## src/rtl/serial_adder_pkg.sv

```systemverilog
// Shared types and constants for the bit-serial adder.
// State encoding, width limits and counter sizing helper.
package serial_adder_pkg;

    localparam int MAX_WIDTH = 32;

    typedef enum logic [1:0] {
        S_IDLE = 2'd0,
        S_RUN  = 2'd1,
        S_DONE = 2'd2
    } state_t;

    function automatic int cnt_w(input int w);
        return (w > 1) ? $clog2(w) : 1;
    endfunction

endpackage

```

## src/rtl/full_adder.sv

```systemverilog
// One-bit full adder composed of two half adders.
module full_adder (
    input  logic A,
    input  logic B,
    input  logic cin,
    output logic sum,
    output logic cout
);

    logic s0;
    logic c0;
    logic c1;

    half_adder u_ha0 (
        .A     (A),
        .B     (B),
        .sum   (s0),
        .carry (c0)
    );

    half_adder u_ha1 (
        .A     (s0),
        .B     (cin),
        .sum   (sum),
        .carry (c1)
    );

    assign cout = c0 | c1;

endmodule

```

## src/rtl/half_adder.sv

```systemverilog
// One-bit half adder, the basic cell of the serial datapath.
module half_adder (
    input  logic A,
    input  logic B,
    output logic sum,
    output logic carry
);

    assign sum   = A ^ B;
    assign carry = A & B;

endmodule

```

## src/rtl/serial_adder.sv

```systemverilog
// Bit-serial WIDTH-bit adder: one full-adder cell, LSB first,
// framed by a start/busy/done handshake.
module serial_adder
    import serial_adder_pkg::*;
#(
    parameter int WIDTH = 8
) (
    input  logic             clk,
    input  logic             rst,
    input  logic             start,
    input  logic [WIDTH-1:0] A,
    input  logic [WIDTH-1:0] B,
    output logic             busy,
    output logic             done,
    output logic [WIDTH-1:0] sum,
    output logic             carry
);

    localparam int CW = cnt_w(WIDTH);
    localparam logic [CW-1:0] LAST = CW'(WIDTH - 1);

    state_t           state;
    logic [WIDTH-1:0] opa;
    logic [WIDTH-1:0] opb;
    logic [WIDTH-1:0] psum;
    logic [WIDTH-1:0] psum_nxt;
    logic             cff;
    logic [CW-1:0]    cnt;
    logic             fa_s;
    logic             fa_c;

    full_adder u_fa (
        .A    (opa[0]),
        .B    (opb[0]),
        .cin  (cff),
        .sum  (fa_s),
        .cout (fa_c)
    );

    // New sum bit enters at the MSB so the LSB lands at bit 0 last.
    generate
        if (WIDTH == 1) begin : g_w1
            assign psum_nxt = fa_s;
        end else begin : g_wn
            assign psum_nxt = {fa_s, psum[WIDTH-1:1]};
        end
    endgenerate

    always_ff @(posedge clk or posedge rst) begin
        if (rst) begin
            state <= S_IDLE;
            opa   <= '0;
            opb   <= '0;
            psum  <= '0;
            cff   <= 1'b0;
            cnt   <= '0;
            sum   <= '0;
            carry <= 1'b0;
        end else begin
            unique case (state)
                S_IDLE, S_DONE: begin
                    if (start) begin
                        opa   <= A;
                        opb   <= B;
                        cff   <= 1'b0;
                        cnt   <= '0;
                        state <= S_RUN;
                    end else begin
                        state <= S_IDLE;
                    end
                end
                S_RUN: begin
                    opa  <= opa >> 1;
                    opb  <= opb >> 1;
                    cff  <= fa_c;
                    psum <= psum_nxt;
                    if (cnt == LAST) begin
                        sum   <= psum_nxt;
                        carry <= fa_c;
                        state <= S_DONE;
                    end else begin
                        cnt <= cnt + CW'(1);
                    end
                end
                default: state <= S_IDLE;
            endcase
        end
    end

    assign busy = (state == S_RUN);
    assign done = (state == S_DONE);

endmodule

```

## config.mk

```make
export PLATFORM = sky130hd
export DESIGN_NAME = serial_adder
export DESIGN_NICKNAME = d
export VERILOG_FILES = /design/src/rtl/serial_adder_pkg.sv /design/src/rtl/full_adder.sv /design/src/rtl/half_adder.sv /design/src/rtl/serial_adder.sv
export SDC_FILE = /design/constraint.sdc
export NUM_CORES = 1
export LEC_CHECK = 0
export ABC_AREA = 0
export BUFFER_PORTS_ARGS = -buffer_cell sky130_fd_sc_hd__buf_2
export CORE_MARGIN = 2
export CORE_UTILIZATION = 49
export DETAILED_ROUTE_END_ITERATION = 10
export GPL_ROUTABILITY_DRIVEN = 0
export PLACE_DENSITY = 0.74
export SYNTH_ARGS = -nofsm -noshare
export SYNTH_HDL_FRONTEND = slang
export SYNTH_HIERARCHICAL = 1
export SYNTH_SLANG_ARGS = --single-unit
```

## constraint.sdc

```tcl
create_clock -name clk -period 1.7 [get_ports clk]
set_clock_uncertainty 0.2 [all_clocks]
set_input_delay 0.34 -clock clk [delete_from_list [all_inputs] [get_ports clk]]
set_output_delay 0.34 -clock clk [all_outputs]
set_load 0.03 [all_outputs]
```

# ---- Word-level counts from Yosys, hierarchy flattened
# Cells that the tools add are included.
# W data, S select, Z words.
dict set report classes {
  n_addsub 1
  eq_ne 6
  muxes 12
  bitwise_logic 5
  n_reduce_logical 6
}
# operator count
set op_table {}
lappend op_table {{$pmux W8 S2} 2}
lappend op_table {{$mux W8} 2}
lappend op_table {{$mux W3} 2}
lappend op_table {{$pmux W3 S2} 1}
lappend op_table {{$ne A2 B2 Y1 const B} 2}
lappend op_table {{$pmux W2 S2} 1}
lappend op_table {{$reduce_and A2 Y1} 2}
lappend op_table {{$add A3 B1 Y3 const B} 1}
lappend op_table {{$eq A3 B3 Y1 const B} 1}
lappend op_table {{$reduce_and A3 Y1} 1}
lappend op_table {{$and A1 B1 Y1} 2}
lappend op_table {{$eq A2 B1 Y1 const B} 1}
lappend op_table {{$eq A2 B2 Y1 const B} 1}
lappend op_table {{$logic_not A2 Y1} 1}
lappend op_table {{$mux W1} 2}
lappend op_table {{$mux W2} 1}
lappend op_table {{$ne A2 B1 Y1 const B} 1}
lappend op_table {{$pmux W1 S2} 1}
lappend op_table {{$reduce_bool A2 Y1} 1}
lappend op_table {{$reduce_or A2 Y1} 1}
lappend op_table {{$xor A1 B1 Y1} 2}
lappend op_table {{$or A1 B1 Y1} 1}
dict set report totals {
  ff_bits 39
  inputBits 19
  word_cells 38
}

# ---- Longest topological paths before layout
dict set report logic_depth {
  ltp_word 4
  ltp_mapped 6
}

# ---- Cells and area by module
# Netlist, hierarchy kept.
# mod instances cells_each area_each_um2
set modules_own_cells {}
lappend modules_own_cells {serial_adder 1 152 1676.6}
lappend modules_own_cells {half_adder 2 1 12.5}
lappend modules_own_cells {full_adder 1 1 6.3}

# ---- Least setup slack after synthesis
# OpenSTA, ideal clock, no wires.
dict set report synth_timing {
  path_kind {reg-to-output}
  start {register state[0]}
  end {output done}
  t_arrival_ps 1146
  t_required_ps 1160
  setup_slack_ps 14
  path_stages_with_launch 4
  path_cell_list {dfrtp_1 buf_4 clkbuf_1 nor2b_1}
}
dict set report synth_between {
  elab_chain_len 1
}
# item line_no
set synth_rtl {}
lappend synth_rtl {{start, declared} serial_adder.sv:22} ;# state_t state;
lappend synth_rtl {{start signal, assigned} serial_adder.sv:51} ;# state <= S_IDLE;
lappend synth_rtl {{start signal, assigned} serial_adder.sv:67} ;# state <= S_RUN;
lappend synth_rtl {{start signal, assigned} serial_adder.sv:69} ;# state <= S_IDLE;
lappend synth_rtl {{$eq A2 B2 Y1} serial_adder.sv:91} ;# assign done = (state == S_DONE);
lappend synth_rtl {{end, declared} serial_adder.sv:14} ;# output logic done,
# No other way between the ends.

# ---- Worst setup path after layout
dict set report layout_timing {
  start {register state[1]}
  end {output done}
}
# The elaborated chain is that of the path after synthesis.

==> reports/summary.txt <==
Buf+Inv Stages, Crit Path: 2
static leakage: 1.100 nW
Initial Util: 0.5118
WL per Instance: 13.92 um
Synth async-reset ratio: 1.000
layout filler cell count: 287
most frequent cells after synthesis: dfrtp_1 (38), nand2_1 (25), a21oi_1 (12)
Slew Viols, Final: 0
fraction of layout cells with a size suffix above 1: 0.3632
Primary FF master, synth: dfrtp_1
number of flops mapped to enable cells by yosys: 0
Post-Synth Adder-Cell Area: 0.02930
DR DRC count: 0
initial antenna violation count: 0
max-cap viol count: 0
HPWL Detailed: 2.379 mm
Critical Path Max Stage Delay: 440 ps
vias in the first global route: 1384
reg2reg path depth: 4
placed cell areas: 1932 um^2
CP startpoint: state[1]
root buffer cell: clkbuf_4
die width: 63.04 um
top cells by area, synth: dfrtp_1 (56%), mux2_2 (5.9%), nand2_1 (5.5%), mux2i_1 (4.1%), a21oi_1 (3.5%)
worst-margin pin slew: 477.5 ps
Worst-path clk slew: 110 ps
Compound-Gate Fraction of Synth Area: 0.1238
Power Dens Cells: 1867 nW/um^2
design area: 2135 um^2
reg2reg end: carry
critical path peak fanout: 4
status: complete, no violations
end point of the critical path: done
crit path launch type: register
post-route antenna net violation count: 0
# port buffers: 29
Final Hold Fails: 0
largest delay contributor family on the critical path: flip-flops
post-synth cell types: 32
vias per cell: 5.154
reg2reg start: opb[0]
Max transition margin: 0.6816
xor-xnor portion of the synthesized cell area: 0.005128
arrival time worst endpoint: 1150 ps
global-route wire length before repair: 6.141 mm
grt total ovfl: 0
CP cell instances: buf_6 -> nor2b_4 -> buf_6
vias: 1273
sequential area share after synthesis: 0.5568
number of synthesized register bits: 38
Setup Crit Path Kind: register to output port
simple-gate area share of the yosys netlist: 0.1311
Global Route Usage Sum: 0.2022
YS warnings: 6
placed cells: 231
Req. time, crit path: 1160 ps
Num CTS Buffers: 5
CP max-delay cell: dfrtp_1
I/O pin cnt: 30
largest family of logic cells by synthesized area: simple AND/OR/NAND/NOR gates
Peak VDD IR: 0.0008243 V
largest net degree at the start of global routing: 39
type of the most critical hold path: input pin to register
fin cells: 247
Net count, final: 224
dominant cell type by area after synthesis: dfrtp_1
R2R Setup Slk: 30 ps
DRT iter0 DRCs: 71
Final Cycle Share: 0.9929
Synth Instances: 155
Core Area: 3337 um^2
Worst setup EP type: output port
Initial DRT Pass Iterations: 4
setup violators final: 0
multiplexer share of the synthesized area: 0.1004
count leader, synth: dfrtp_1
max frequency: 0.5924 GHz
Routed WL: 3.439 mm
diode count: 0
post-route minimum period: 1688 ps
maximum clock insertion buffer count: 2
clock latency on the worst-skew pair: 330 ps
Synth top area share: 0.5568
Die Area: 3974 um^2
Levels on crit path: 3
clock sink total: 38
CTS tree: done
H-tree depth: 2
Chip Height: 63.04 um
cell repeated most along the worst path: buf_6
area of the mapped netlist: 1708 um^2
post-synthesis net count: 178
syn avg cell area: 11.02 um^2
unrepaired setup endpoints after global routing: true
row count: 21
Syn-to-layout area delta: 24.98%
flip-flops by register name, summed over array words and instances (netlist names):
register	cells
sum	8
opb	8
state	2
cff	1
psum	7
opa	8
carry	1
cnt	3
worst min path at each step:
stage,start,end,slack (ps),cells after the start
global placement,rst,opb[7],260,3
floorplan,psum[1],psum[1],240,2
CTS,B[1],opb[1],60,3
global route,B[0],opb[0],60,3
finish,B[2],opb[2],80,3
detailed placement,psum[1],psum[1],270,2
stage by stage:
step	setup slack [ps]	util	TNS, ps	power [mW]	hold slack [ps]
after floorplan	13.96	-	0	2.718	241.8
after global placement	50.03	0.5789	0	3.081	257.7
after detailed placement	9.982	0.5789	0	3.188	268.0
after CTS	-42.48	0.6284	-42.48	3.947	64.72
after global routing	-62.37	0.6397	-110.9	4.319	61.07
final	12.01	0.6397	0	3.985	77.41
layout by cell type, fill, tap and decap left out, types with 5 or more instances in the layout:
cell / n
nand2_1: 25
inv_1: 9
a21oi_1: 12
buf_2: 27
clkbuf_4: 5
mux2_2: 8
a211oi_1: 5
mux2i_1: 7
o22ai_1: 7
buf_4: 15
dfrtp_1: 37
buf_6: 5
power breakdown:
part / leakage [nW] / internal [mW] / total, mW / switching, mW
sequential: 0.467 / 1.31 / 1.56 / 0.249
clock: 0.0443 / 0.342 / 0.619 / 0.276
combinational: 0.588 / 0.840 / 1.81 / 0.967
total: 1.10 / 2.49 / 3.99 / 1.49
worst register-to-register path, cell delays in order, from the launching register on:
cell,delay [ps]
dfrtp_1,400
ha_1,300
ha_2,180
or2_1,220
mux2_4,270
what timing repair did:
action	CTS	global route
gates resized for setup	10	7
endpoints found under the setup margin	4	6
pin swaps	0	2
hold buffers	1	0
hold endpoints to repair	38	0
buffers inserted	6	2
logic make-up (layout without fill, tap and decap cells):
family,Yosys count,count (layout)
adder cells (fa/ha/maj),4,4
XOR/XNOR,1,1
AND/OR/NAND/NOR,44,44
AO/OA/AOI/OAI,33,33
buffers and inverters,19,65
flip-flops,38,38
multiplexers,16,16
final cells by class:
type                    count  area, um^2  share of cell area
inverters                  10       40.04             0.01876
clock inverters             1       30.03             0.01407
well taps                  46       57.56             0.02696
repair buffers             48       314.1              0.1471
flip-flops and latches     38       952.2              0.4461
multi-input cells          98       689.4              0.3230
clock buffers               6       51.30             0.02403
metal layers:
metal,part of all wire,GRT usage,up-vias
met1,0.46,0.2399,614
met2,0.49,0.3311,29
met3,0.050,0.08108,4
li1,-,-,626
met4,0.0084,0.07222,0
met5,0,0,-
No activity file was read; power rests on OpenSTA's default activity.
